--- src/rtl/issue_scheduler_if.sv ---
// Shared opcode/station types and the rename-to-issue-bus interface of the issue scheduler.
package issue_scheduler_pkg;
  typedef enum logic [1:0] {XX = 2'd0, ALU = 2'd1, LOAD = 2'd2, STORE = 2'd3} st_type_e;
  typedef enum logic [2:0] {UNKNOWN = 3'd0, ADD, SUB, LW, SW, BEQ, JAL, LUI} instr_name_e;
endpackage

interface issue_scheduler_if #(
  parameter int XLEN     = 32,
  parameter int DEPTH    = 8,
  parameter int ST_COUNT = 4
);
  import issue_scheduler_pkg::*;
  localparam int CW = $clog2(DEPTH) + 1;

  logic                in_valid, in_ready;
  logic [XLEN-1:0]     in_address, in_immediate;
  logic [5:0]          in_src_1, in_src_2, in_arn, in_rrn;
  logic                in_jump, in_tag;
  st_type_e            in_st_type;
  instr_name_e         in_instr_name;
  logic                rob_full;
  logic [ST_COUNT-1:0] station_full;
  logic                flush, resolve_valid, resolve_mispredict;
  logic                issue_valid;
  logic [XLEN-1:0]     address, immediate;
  logic [5:0]          src_1, src_2, arn, rrn;
  logic                jump, tag;
  st_type_e            st_type;
  instr_name_e         instr_name;
  logic [CW-1:0]       count;

  modport slave (
    input  in_valid, in_address, in_immediate, in_src_1, in_src_2, in_arn, in_rrn,
           in_jump, in_tag, in_st_type, in_instr_name, rob_full, station_full,
           flush, resolve_valid, resolve_mispredict,
    output in_ready, issue_valid, address, immediate, src_1, src_2, arn, rrn,
           jump, tag, st_type, instr_name, count
  );
  modport master (
    output in_valid, in_address, in_immediate, in_src_1, in_src_2, in_arn, in_rrn,
           in_jump, in_tag, in_st_type, in_instr_name, rob_full, station_full,
           flush, resolve_valid, resolve_mispredict,
    input  in_ready, issue_valid, address, immediate, src_1, src_2, arn, rrn,
           jump, tag, st_type, instr_name, count
  );
endinterface

--- src/rtl/issue_scheduler.sv ---
// In-order issue buffer: circular queue of renamed instructions, one registered issue per cycle,
// with flush and speculative-tag squash/commit on branch resolution.
module issue_scheduler
  import issue_scheduler_pkg::*;
#(
  parameter int XLEN     = 32,
  parameter int DEPTH    = 8,
  parameter int ST_COUNT = 4
) (
  input logic               clk,
  input logic               reset_n,
  issue_scheduler_if.slave  bus
);
  localparam int PW = $clog2(DEPTH);
  localparam int CW = PW + 1;

  typedef struct packed {
    logic [XLEN-1:0] address;
    logic [XLEN-1:0] immediate;
    logic [5:0]      src_1, src_2, arn, rrn;
    logic            jump, tag;
    st_type_e        st_type;
    instr_name_e     instr_name;
  } entry_t;

  localparam entry_t IDLE = '0;

  entry_t        mem [DEPTH];
  logic [PW-1:0] head, tail;
  logic [CW-1:0] cnt, keep;
  logic          issue_vld;
  entry_t        bus_q, hd, hd_out, in_e;
  logic          in_ready, push, pop, mis, cor, st_blocked;

  assign mis      = bus.resolve_valid & bus.resolve_mispredict;
  assign cor      = bus.resolve_valid & ~bus.resolve_mispredict;
  assign in_ready = (cnt < CW'(DEPTH));
  assign push     = bus.in_valid & in_ready & ~bus.flush & ~mis;

  always_comb begin
    hd         = mem[head];
    st_blocked = (hd.st_type != XX) && bus.station_full[hd.st_type];
    pop        = (cnt != '0) & ~bus.rob_full & ~st_blocked & ~bus.flush & ~(mis & hd.tag);
    hd_out     = hd;
    if (cor) hd_out.tag = 1'b0;
    in_e = '{address: bus.in_address, immediate: bus.in_immediate,
             src_1: bus.in_src_1, src_2: bus.in_src_2, arn: bus.in_arn, rrn: bus.in_rrn,
             jump: bus.in_jump, tag: bus.in_tag & ~cor,
             st_type: bus.in_st_type, instr_name: bus.in_instr_name};
  end

  // Tagged entries sit contiguously at the tail, so the untagged ones are a prefix from head.
  always_comb begin
    keep = '0;
    for (int i = 0; i < DEPTH; i++)
      if ((CW'(i) < cnt) && !mem[head + PW'(i)].tag) keep = keep + CW'(1);
  end

  always_ff @(posedge clk) begin
    if (cor && !bus.flush)
      for (int i = 0; i < DEPTH; i++) mem[i].tag <= 1'b0;
    if (push) mem[tail] <= in_e;
  end

  always_ff @(posedge clk or negedge reset_n) begin
    if (!reset_n) begin
      head      <= '0;
      tail      <= '0;
      cnt       <= '0;
      issue_vld <= 1'b0;
      bus_q     <= IDLE;
    end else if (bus.flush) begin
      head      <= '0;
      tail      <= '0;
      cnt       <= '0;
      issue_vld <= 1'b0;
      bus_q     <= IDLE;
    end else begin
      issue_vld <= pop;
      bus_q     <= pop ? hd_out : IDLE;
      head      <= head + PW'(pop);
      if (mis) begin
        tail <= head + keep[PW-1:0];
        cnt  <= keep - CW'(pop);
      end else begin
        tail <= tail + PW'(push);
        cnt  <= cnt + CW'(push) - CW'(pop);
      end
    end
  end

  assign bus.in_ready    = in_ready;
  assign bus.issue_valid = issue_vld;
  assign bus.address     = bus_q.address;
  assign bus.immediate   = bus_q.immediate;
  assign bus.src_1       = bus_q.src_1;
  assign bus.src_2       = bus_q.src_2;
  assign bus.arn         = bus_q.arn;
  assign bus.rrn         = bus_q.rrn;
  assign bus.jump        = bus_q.jump;
  assign bus.tag         = bus_q.tag;
  assign bus.st_type     = bus_q.st_type;
  assign bus.instr_name  = bus_q.instr_name;
  assign bus.count       = cnt;
endmodule

--- src/flat_wrapper.sv ---
// flat-port wrapper written by rule: the top's interface ports become plain ports
module issue_scheduler_flat import issue_scheduler_pkg::*;
#(
  parameter int XLEN     = 32,
  parameter int DEPTH    = 8,
  parameter int ST_COUNT = 4
)
  (clk, reset_n, bus_in_valid, bus_in_address, bus_in_immediate, bus_in_src_1, bus_in_src_2, bus_in_arn, bus_in_rrn, bus_in_jump, bus_in_tag, bus_in_st_type, bus_in_instr_name, bus_rob_full, bus_station_full, bus_flush, bus_resolve_valid, bus_resolve_mispredict, bus_in_ready, bus_issue_valid, bus_address, bus_immediate, bus_src_1, bus_src_2, bus_arn, bus_rrn, bus_jump, bus_tag, bus_st_type, bus_instr_name, bus_count);
  issue_scheduler_if #(.XLEN(XLEN), .DEPTH(DEPTH), .ST_COUNT(ST_COUNT)) bus_i ();
  input logic clk;
  input logic reset_n;
  input wire logic [$bits(bus_i.in_valid)-1:0] bus_in_valid;
  input wire logic [$bits(bus_i.in_address)-1:0] bus_in_address;
  input wire logic [$bits(bus_i.in_immediate)-1:0] bus_in_immediate;
  input wire logic [$bits(bus_i.in_src_1)-1:0] bus_in_src_1;
  input wire logic [$bits(bus_i.in_src_2)-1:0] bus_in_src_2;
  input wire logic [$bits(bus_i.in_arn)-1:0] bus_in_arn;
  input wire logic [$bits(bus_i.in_rrn)-1:0] bus_in_rrn;
  input wire logic [$bits(bus_i.in_jump)-1:0] bus_in_jump;
  input wire logic [$bits(bus_i.in_tag)-1:0] bus_in_tag;
  input wire logic [$bits(bus_i.in_st_type)-1:0] bus_in_st_type;
  input wire logic [$bits(bus_i.in_instr_name)-1:0] bus_in_instr_name;
  input wire logic [$bits(bus_i.rob_full)-1:0] bus_rob_full;
  input wire logic [$bits(bus_i.station_full)-1:0] bus_station_full;
  input wire logic [$bits(bus_i.flush)-1:0] bus_flush;
  input wire logic [$bits(bus_i.resolve_valid)-1:0] bus_resolve_valid;
  input wire logic [$bits(bus_i.resolve_mispredict)-1:0] bus_resolve_mispredict;
  output wire logic [$bits(bus_i.in_ready)-1:0] bus_in_ready;
  output wire logic [$bits(bus_i.issue_valid)-1:0] bus_issue_valid;
  output wire logic [$bits(bus_i.address)-1:0] bus_address;
  output wire logic [$bits(bus_i.immediate)-1:0] bus_immediate;
  output wire logic [$bits(bus_i.src_1)-1:0] bus_src_1;
  output wire logic [$bits(bus_i.src_2)-1:0] bus_src_2;
  output wire logic [$bits(bus_i.arn)-1:0] bus_arn;
  output wire logic [$bits(bus_i.rrn)-1:0] bus_rrn;
  output wire logic [$bits(bus_i.jump)-1:0] bus_jump;
  output wire logic [$bits(bus_i.tag)-1:0] bus_tag;
  output wire logic [$bits(bus_i.st_type)-1:0] bus_st_type;
  output wire logic [$bits(bus_i.instr_name)-1:0] bus_instr_name;
  output wire logic [$bits(bus_i.count)-1:0] bus_count;
  assign bus_i.in_valid = bus_in_valid;
  assign bus_i.in_address = bus_in_address;
  assign bus_i.in_immediate = bus_in_immediate;
  assign bus_i.in_src_1 = bus_in_src_1;
  assign bus_i.in_src_2 = bus_in_src_2;
  assign bus_i.in_arn = bus_in_arn;
  assign bus_i.in_rrn = bus_in_rrn;
  assign bus_i.in_jump = bus_in_jump;
  assign bus_i.in_tag = bus_in_tag;
  assign bus_i.in_st_type = bus_in_st_type;
  assign bus_i.in_instr_name = bus_in_instr_name;
  assign bus_i.rob_full = bus_rob_full;
  assign bus_i.station_full = bus_station_full;
  assign bus_i.flush = bus_flush;
  assign bus_i.resolve_valid = bus_resolve_valid;
  assign bus_i.resolve_mispredict = bus_resolve_mispredict;
  assign bus_in_ready = bus_i.in_ready;
  assign bus_issue_valid = bus_i.issue_valid;
  assign bus_address = bus_i.address;
  assign bus_immediate = bus_i.immediate;
  assign bus_src_1 = bus_i.src_1;
  assign bus_src_2 = bus_i.src_2;
  assign bus_arn = bus_i.arn;
  assign bus_rrn = bus_i.rrn;
  assign bus_jump = bus_i.jump;
  assign bus_tag = bus_i.tag;
  assign bus_st_type = bus_i.st_type;
  assign bus_instr_name = bus_i.instr_name;
  assign bus_count = bus_i.count;
  issue_scheduler #(.XLEN(XLEN), .DEPTH(DEPTH), .ST_COUNT(ST_COUNT)) u_core (.clk(clk), .reset_n(reset_n), .bus(bus_i));
endmodule
--- config.mk ---
export PLATFORM = sky130hd
export DESIGN_NAME = issue_scheduler_flat
export DESIGN_NICKNAME = d
export VERILOG_FILES = /design/src/rtl/issue_scheduler_if.sv /design/src/rtl/issue_scheduler.sv /design/src/flat_wrapper.sv
export SDC_FILE = /design/constraint.sdc
export NUM_CORES = 1
export LEC_CHECK = 0
export BUFFER_PORTS_ARGS = -buffer_cell sky130_fd_sc_hd__buf_2
export CORE_MARGIN = 2
export CORE_UTILIZATION = 50
export DETAILED_ROUTE_END_ITERATION = 10
export GPL_TIMING_DRIVEN = 0
export HOLD_SLACK_MARGIN = 0.08
export MAX_ROUTING_LAYER = met4
export PLACE_DENSITY = 0.68
export SLEW_MARGIN = 20
export SYNTH_ARGS = -nofsm -noshare
export SYNTH_HDL_FRONTEND = slang
export SYNTH_SLANG_ARGS = --single-unit
--- constraint.sdc ---
create_clock -name clk -period 10.1 [get_ports clk]
set_clock_uncertainty 0.15 [all_clocks]
set_input_delay 1.515 -clock clk [delete_from_list [all_inputs] [get_ports clk]]
set_output_delay 1.515 -clock clk [all_outputs]
set_load 0.02 [all_outputs]
==> impl_results.md, run 1 <==
* Post-Synthesis Cells at 1591
* Initial antenna violation count at 16
* Most frequent cells in the layout: edfxtp_1 (760), buf_2 (208), mux4_2 (195)
* Max FO, Critical Path at 10
* Status: finished clean
* Final HPWL DP at 41.7 mm
* Site Rows at 94
* Avg Synthesized Cell Area at 21.0 sq um
* CTS H-tree lvls at 3
* Critical path launch point: u_core.head[0]$_DFF_PN0_
* Core area at 66000 sq um
* Area of placed instances at 36000 sq um
* Fillers at 4687
* Largest net degree at the start of global routing at 78
* Min-delay worst type: reg2reg
* Slew HR at 31.5%
* DIE HEIGHT at 262 microns
* Root Driver: clkbuf_16
* TritonCTS Sinks at 866
* RD Place Congestion at 0.877
* Share of power burned in registers at 46.7%
* Top post-synthesis cells by area: edfxtp_1 (68%), mux4_2 (13%), dfrtp_1 (7.9%), mux2i_1 (3.4%), nor2_1 (1.3%)
* Clock power share at 35.9%
* Most common cell after layout, fill and taps aside: edfxtp_1
* Hold Crit Start: u_core.mem[2][73]$_DFFE_PP_
* Clock Path Buffers at 3
* Max-slew violations at 0
* Worst vdd ir at 0.148 mV
* Most used cell, CP: ha_1
* Total Routing Usage GR at 21.7%
* Buf/Inv on CP at 5
* Syn Nets at 1722
* CTS Buf Count at 86
* Crit path time final at 8090 ps
* Hold slack at 548 ps
* Asr flop ratio synth at 12.2%
* Final ANT Viol Nets at 0
* DR vias at 16200
* Post-CTS setup buffer count at 0
* Die width at 262 microns
* Post-synth EDFFs at 760
* PwrDens at 227 nW/um^2
* RSZ-0062 raised after global routing: false
* Yosys warning total at 0
* Total gr overflow at 0
* CP startpoint kind: register
* Mapped cell area at 33400 sq um
* Delay of the slowest critical-path stage at 540 ps
* Fmax at 0.124 GHz
* Critical Path AT at 8470 ps
* Netlist cell types at 59
* Port Buffers at 205
* Final setup TNS at 0 ps
* DRT Wirelength at 70.9 mm
* Worst r2r src: u_core.head[0]$_DFF_PN0_
* First-pass GRT wire length at 107 mm
* Final setup viols at 0
* Int Power at 6.56 mW
* Total power at 8.81 mW
* Via density at 5.69
* Max Cap Violations at 0
* Comb power frac at 17.4%
* P_leak at 13.1 nW
* Switch share at 25.6%
* Hold_buf cts at 0
* Worst-Skew Late Latency at 620 ps
* Layout cells sized above 1 at 29.1%
* Sw power at 2.25 mW
* Sequential area share after synthesis at 76.3%
* Main synth FF type: edfxtp_1
* First-pass iteration count of the detailed router at 7
* Worst setup path class: reg2reg
* Post-CTS Resized at 0
* CP Data Required Time at 10470 ps
* Starting Density at 50.6%
* Kind of cell adding the most delay to the critical path: adder cells
* Die area at 68900 sq um
* Actual slew at the worst max-slew pin at 1030 ps
* Synth area leader: edfxtp_1
* Layout area overhead at 16.4%
* DR iter-0 viols at 1499
* CP Capture Type: register
* Register bit total from synthesis at 866
* Final net count at 2031
* Worst-path clk slew at 70 ps
* Post-route cell area at 38900 sq um
* CP max-delay cell: mux4_2
* DRC at 0
* I/O pin cnt at 207
* Routed WL per cell at 24.8 microns
* CTS tree: yes
* Synth top area share at 68.4%
* Crit share post-route at 80.1%
* Vias in the first global route at 17200
* Hold Fails Final Rpt at 0
==> metal layers <==
layer  global-route usage (%)  vias up  part of all wire [%]
li1                         -     7099                     -
met3                     4.59      100                   6.5
met2                     35.3      476                    50
met1                     27.9     8567                    41
met5                        -        -                     0
met4                     5.98        0                   2.0
==> area by class of cell <==
| type | instances | area, sq um | share of cell area [%] |
|---|---|---|---|
| antenna | 17 | 42.5 | 0.109 |
| buffer | 73 | 289 | 0.744 |
| clock buffer | 136 | 2600 | 6.68 |
| clock inverter | 26 | 254 | 0.654 |
| inverter | 28 | 158 | 0.406 |
| multi-input combinational | 624 | 7530 | 19.4 |
| sequential | 866 | 25500 | 65.6 |
| tap | 864 | 1080 | 2.78 |
| timing repair buffer | 221 | 1440 | 3.70 |
==> path summary, 6_finish.rpt <==
check,slack (ps),end,cells after the start
worst max-delay path,2010,u_core.tail[2]$_DFF_PN0_,28
worst min-delay path,550,u_core.bus.address[10]$_DFF_PN0_,3
worst max register to register,2010,u_core.tail[2]$_DFF_PN0_,28
worst min register to register,550,u_core.bus.address[10]$_DFF_PN0_,3
max in group asynchronous,8460,u_core.bus.address[0]$_DFF_PN0_,2
min in group asynchronous,640,u_core.bus.src_2[4]$_DFF_PN0_,1
==> power by group through the flow <==
stage | clock (mW) | sequential, mW | combinational (mW)
final | 3.16 | 4.11 | 1.54
after global routing | 3.36 | 4.13 | 1.69
after CTS | 3.22 | 4.12 | 1.55
after detailed placement | 0 | 4.19 | 1.54
after global placement | 0 | 4.21 | 1.49
after floorplan | 0 | 4.24 | 1.04
==> synthesized netlist by cell type, types with 6 or more instances <==
master	instances
nand3_1	7
o21ai_0	7
dfrtp_1	106
mux4_2	195
clkbuf_1	38
o211ai_1	6
mux2i_1	114
ha_1	23
a21oi_1	11
nand2_1	34
nor2b_1	7
xnor2_1	19
inv_1	26
nor2_1	115
buf_1	30
edfxtp_1	760
a211oi_1	7
==> flip-flops by register name, summed over array words and instances, names as in the netlist, 4 cells and up <==
register and flops:
u_core.bus.address 32, u_core.bus.arn 6, u_core.bus.src_1 6, u_core.bus.count 4
u_core.bus.rrn 6, u_core.bus.src_2 6, u_core.bus.immediate 32, u_core.mem 760
==> logic make-up after synthesis <==
logic type / Yosys count / synth area share (%)
flops: 866 / 76.3
mux: 312 / 16.7
simple gates: 202 / 2.73
buf+inv: 101 / 1.17
compound gates: 61 / 1.39
fa+ha+maj: 25 / 0.982
xor+xnor: 24 / 0.686
==> through the flow <==
stage                     worst slack, ps  instances  util [%]
after floorplan                      2910       1591         -
after global placement              -1750       2660      53.8
after detailed placement             2070       2676      54.5
after CTS                            1990       2838      58.8
after global routing                 1500       2853      58.9
final                                2010       2855      58.9
==> worst min-delay path: stages (launching register included) <==
cell,delay [ps]
edfxtp_1,310
mux4_2,220
mux2i_1,60
nor2_1,80
No activity file was read; power rests on OpenSTA's default activity.
==> run 2: changes to the inputs <==
--- a/config.mk
+++ b/config.mk
@@ -12,7 +12,7 @@
 export GPL_TIMING_DRIVEN = 0
 export HOLD_SLACK_MARGIN = 0.08
 export MAX_ROUTING_LAYER = met4
-export PLACE_DENSITY = 0.68
+export PLACE_DENSITY = 0.7
 export SLEW_MARGIN = 20
 export SYNTH_ARGS = -nofsm -noshare
 export SYNTH_HDL_FRONTEND = slang
==> constraint.sdc (replaced) <==
create_clock -name clk -period 6.5 [get_ports clk]
set_clock_uncertainty 0.15 [all_clocks]
set_input_delay 0.975 -clock clk [delete_from_list [all_inputs] [get_ports clk]]
set_output_delay 0.975 -clock clk [all_outputs]
set_load 0.02 [all_outputs]
==> run 2 against run 1 <==
Register-to-register slack got worse by 1800 ps; combinational power increased by 70%; global-route usage decreased by 0.056 points; hold slack got worse by 450 ps; maximum frequency increased by 28%; sequential share of layout area decreased by 0.50 points; cell area increased by 0.77%; die area unchanged; cell count increased by 0.42%; via count increased by 0.68%; count of clock-buffer cells in the layout decreased by 13; critical endpoint unchanged.
==> impl_results.md, run 2 (same netlist as run 1, synthesis figures left out) <==
* Vias in the first global route at 17200
* DIE HEIGHT at 262 microns
* Final HPWL DP at 41.3 mm
* DRT Wirelength at 71.5 mm
* Worst setup path class: reg2reg
* Clock Path Buffers at 3
* Status: finished clean
* RD Place Congestion at 0.849
* DR iter-0 viols at 1283
* Site Rows at 94
* Root Driver: clkbuf_16
* Biggest register: u_core.mem
* Buf/Inv on CP at 7
* I/O pin cnt at 207
* P_leak at 13.3 nW
* Hold Fails Final Rpt at 0
* PwrDens at 359 nW/um^2
* Final net count at 2048
* Worst-path clk slew at 60 ps
* Most used cell, CP: a211oi_2
* Number of flip-flops under the largest register name at 760
* Total power at 14.1 mW
* Min-delay worst type: in2async
* CP Data Required Time at 6880 ps
* CP Capture Type: register
* Area of the multi-input gates at 7630 sq um
* CP startpoint kind: register
* Die width at 262 microns
* TritonCTS Sinks at 866
* DRC at 0
* Reg area at 25500 sq um
* Layout cells sized above 1 at 31.1%
* Max FO, Critical Path at 8
* Delay of the slowest critical-path stage at 500 ps
* Routed WL per cell at 24.9 microns
* Total Routing Usage GR at 21.6%
* Layout area overhead at 17.3%
* Initial antenna violation count at 19
* Most frequent cells in the layout: edfxtp_1 (760), buf_2 (207), mux4_2 (195)
* Crit path time final at 6310 ps
* Fillers at 4688
* Port Buffers at 205
* DR vias at 16400
* Core area at 66000 sq um
* Fmax at 0.158 GHz
* Final setup TNS at 0 ps
* First-pass iteration count of the detailed router at 5
* Kind of cell adding the most delay to the critical path: adder cells
* First-pass GRT wire length at 108 mm
* CP max-delay cell: mux4_2
* Via density at 5.70
* Final ANT Viol Nets at 0
* Starting Density at 50.6%
* CTS Buf Count at 86
* Slew HR at 27.9%
* R2R Setup Slk at 190 ps
* Max-slew violations at 0
* Die area at 68900 sq um
* Total gr overflow at 0
* CTS H-tree lvls at 3
* Final setup viols at 0
* Worst vdd ir at 0.204 mV
* Crit share post-route at 97.1%
* CTS tree: yes
* Critical Path AT at 6690 ps
* Most common cell after layout, fill and taps aside: edfxtp_1
* Actual slew at the worst max-slew pin at 1080 ps
* Max Cap Violations at 0
* Largest net degree at the start of global routing at 66
* Worst-Skew Late Latency at 630 ps
[run 2: changes by cell type in the layout (fill, tap and decap cells not counted), sizes merged]
cell	change
bufinv	+6
inv	+4
diode	+1
clkinv	+1
buf	+18
clkinvlp	-4
clkbuf	-14
[run 2: area by class of cell]
cell class              count  share of cell area (%)
flip-flops and latches    866                    65.1
multi-input cells         624                    19.5
clock buffers             123                    6.29
repair buffers            240                    3.92
well taps                 864                    2.76
clock inverters            33                    1.13
plain buffers              71                   0.808
inverters                  28                   0.422
diodes                     18                   0.115
[run 2: metrics by stage]
step           utilization (%)  setup WS, ps  instance area [sq um]  instances  hold slack [ps]
2_1_floorplan                -          -129                  33400       1591              475
3_3_place_gp              53.8         -1780                  35500       2660              534
3_5_place_dp              54.4         -1000                  35900       2674              543
4_1_cts                   59.0         -17.4                  38900       2833             84.5
5_1_grt                   59.3         -79.0                  39200       2867              103
6_report                  59.3           187                  39200       2867             96.8
[run 2: report_power, final]
group	internal [mW]	switching [mW]	leakage, nW
sequential	6.31	0.0819	8.31
clock	3.03	2.01	1.42
combinational	1.12	1.50	3.56
[run 2: timing repair]
action                     CTS  global route
hold buffers                 0             0
setup endpoints to repair    5             5
pin swaps                    3            11
buffers inserted             3            18
resized for setup           21            15
[run 2: final timing paths]
| kind | start | endpoint | cells after the start |
|---|---|---|---|
| setup / recovery | u_core.head[0]$_DFF_PN0_ | u_core.tail[2]$_DFF_PN0_ | 30 |
| hold / removal | reset_n | u_core.bus.immediate[23]$_DFF_PN0_ | 1 |
| setup reg to reg | u_core.head[0]$_DFF_PN0_ | u_core.tail[2]$_DFF_PN0_ | 30 |
| hold reg to reg | u_core.mem[2][7]$_DFFE_PP_ | u_core.bus.rrn[0]$_DFF_PN0_ | 3 |
| max in group asynchronous | reset_n | u_core.head[0]$_DFF_PN0_ | 2 |
| min in group clk | bus_in_immediate[16] | u_core.mem[4][47]$_DFFE_PP_ | 1 |
[run 2: per-layer routing]
layer | routed length, microns | part of all wire (%) | up-vias | GRT usage (%)
li1 | - | - | 7131 | -
met1 | 30000 | 42 | 8641 | 28.6
met2 | 35400 | 50 | 480 | 34.2
met3 | 4420 | 6.2 | 101 | 4.67
met4 | 1570 | 2.2 | 0 | 6.34
met5 | 0 | 0 | - | -
==> run 3: changes to the inputs <==
--- a/config.mk
+++ b/config.mk
@@ -7,12 +7,12 @@
 export LEC_CHECK = 0
 export BUFFER_PORTS_ARGS = -buffer_cell sky130_fd_sc_hd__buf_2
 export CORE_MARGIN = 2
-export CORE_UTILIZATION = 50
+export CORE_UTILIZATION = 54
 export DETAILED_ROUTE_END_ITERATION = 10
 export GPL_TIMING_DRIVEN = 0
 export HOLD_SLACK_MARGIN = 0.08
 export MAX_ROUTING_LAYER = met4
-export PLACE_DENSITY = 0.7
+export PLACE_DENSITY = 0.75
 export SLEW_MARGIN = 20
 export SYNTH_ARGS = -nofsm -noshare
 export SYNTH_HDL_FRONTEND = slang
==> run 3 against run 2 <==
Power is 0.76% higher; cell count is 2.3% lower; via count is 0.75% higher; register-to-register slack better by 20 ps; critical path depth is 2 lower; non-clock buffer count is 3 higher; wire length is 0.62% higher; critical path type unchanged; flip-flop and latch count stayed put; largest cell class unchanged.
==> impl_results.md, run 3 (same netlist as run 1, synthesis figures left out) <==
* Crit share post-route at 96.8%
* Max Cap Violations at 0
* Site Rows at 91
* Initial antenna violation count at 21
* Hold Fails Final Rpt at 0
* Min-delay worst type: in2async
* Number of flip-flops under the largest register name at 760
* P_leak at 13.3 nW
* Final HPWL DP at 41.5 mm
* Vias in the first global route at 17200
* Final setup TNS at 0 ps
* Clock Path Buffers at 3
* Root Driver: clkbuf_16
* DRC at 0
* Worst vdd ir at 0.235 mV
* Max-slew violations at 0
* CP startpoint kind: register
* Most used cell, CP: a211oi_2
* Critical Path AT at 6670 ps
* Delay of the slowest critical-path stage at 510 ps
* Most frequent cells in the layout: edfxtp_1 (760), buf_2 (207), mux4_2 (195)
* DIE HEIGHT at 253 microns
* Total gr overflow at 0
* Total Routing Usage GR at 23.5%
* First-pass iteration count of the detailed router at 5
* TritonCTS Sinks at 866
* Starting Density at 54.4%
* Worst-Skew Late Latency at 630 ps
* Layout area overhead at 17.2%
* Slew HR at 27.8%
* CP Data Required Time at 6880 ps
* Max FO, Critical Path at 7
* Most common cell after layout, fill and taps aside: edfxtp_1
* RD Place Congestion at 0.855
* DP Cell Count at 2601
* Largest net degree at the start of global routing at 75
* Worst setup path class: reg2reg
* Worst-path clk slew at 60 ps
* CTS Buf Count at 84
* Port Buffers at 205
* Routed WL per cell at 25.7 microns
* CTS H-tree lvls at 3
* First-pass GRT wire length at 107 mm
* Status: finished clean
* Final net count at 2049
* Final ANT Viol Nets at 0
* Die width at 253 microns
* I/O pin cnt at 207
* Post-route non-filler standard cell count at 2800
* Die area at 63800 sq um
* Crit path time final at 6290 ps
* Biggest register: u_core.mem
* DRT Wirelength at 71.9 mm
* CP max-delay cell: mux4_2
* CTS tree: yes
* DR vias at 16500
* FF-to-FF path depth at 28
* CP Capture Type: register
* Layout cells sized above 1 at 31.4%
* Fmax at 0.159 GHz
* Via density at 5.88
* Final setup viols at 0
* DR iter-0 viols at 1504
* Actual slew at the worst max-slew pin at 1070 ps
* PwrDens at 362 nW/um^2
* Core area at 61400 sq um
==> run 3: where the power goes <==
| group | leakage (nW) | internal (mW) | switching [mW] |
|---|---|---|---|
| clock | 1.42 | 3.02 | 2.02 |
| sequential | 8.31 | 6.31 | 0.0834 |
| combinational | 3.59 | 1.20 | 1.53 |
==> run 3: what timing repair did <==
item / in CTS / in global routing
endpoints found under the hold margin: 0 / 0
pin swaps: 7 / 17
cloned: 0 / 0
gates resized for setup: 22 / 16
setup endpoints to repair: 5 / 4
setup buffers: 6 / 14
hold buffers: 0 / 0
==> run 3: worst paths after layout <==
path                                                  from                                  to  slack, ps
worst max register to register    u_core.head[0]$_DFF_PN0_            u_core.tail[2]$_DFF_PN0_        210
worst min-delay path                               reset_n         u_core.bus.arn[5]$_DFF_PN0_        100
min in group clk                           bus_in_src_1[4]         u_core.mem[7][29]$_DFFE_PP_        460
max in group asynchronous                          reset_n     u_core.bus.address[1]$_DFF_PN0_       5370
worst min register to register  u_core.mem[2][1]$_DFFE_PP_  u_core.bus.instr_name[1]$_DFF_PN0_        550
worst max-delay path              u_core.head[0]$_DFF_PN0_            u_core.tail[2]$_DFF_PN0_        210
==> run 3: per-stage QoR <==
stage                     util, %  power, mW  hold WS [ps]  instance area, sq um  setup slack [ps]
after global routing         63.8       14.7           114                 39100             -1.30
final                        63.8       14.2          96.2                 39100               208
after CTS                    63.4       14.1          88.8                 38900              37.3
after floorplan                 -       8.21           475                 33400              -129
after global placement       57.7       8.84           532                 35400             -1710
after detailed placement     58.4       8.90           546                 35800             -1040
==> run 3: metal layers <==
layer	vias up	track usage, %	routed length, microns
met5	-	-	0
met4	0	8.13	1660
met3	93	4.95	4840
met2	608	37.4	36300
met1	8657	30.7	29100
li1	7117	-	-
==> run 3: layout make-up <==
type / instances / area [sq um]
Sequential cell: 866 / 25500
Fill cell: 3989 / 22200
Multi-Input combinational cell: 624 / 7650
Clock buffer: 125 / 2490
Timing Repair Buffer: 241 / 1550
Tap cell: 790 / 988
Clock inverter: 32 / 420
Buffer: 73 / 352
Inverter: 28 / 165
Antenna cell: 21 / 52.6
==> run 3: worst max-delay path, delay by kind of cell (launching register included) <==
family	cells	cell delay [ps]
fa+ha+maj	6	1890
simple gates	6	1100
flops	1	390
buf+inv	5	470
xor+xnor	4	590
mux	2	690
compound gates	5	870
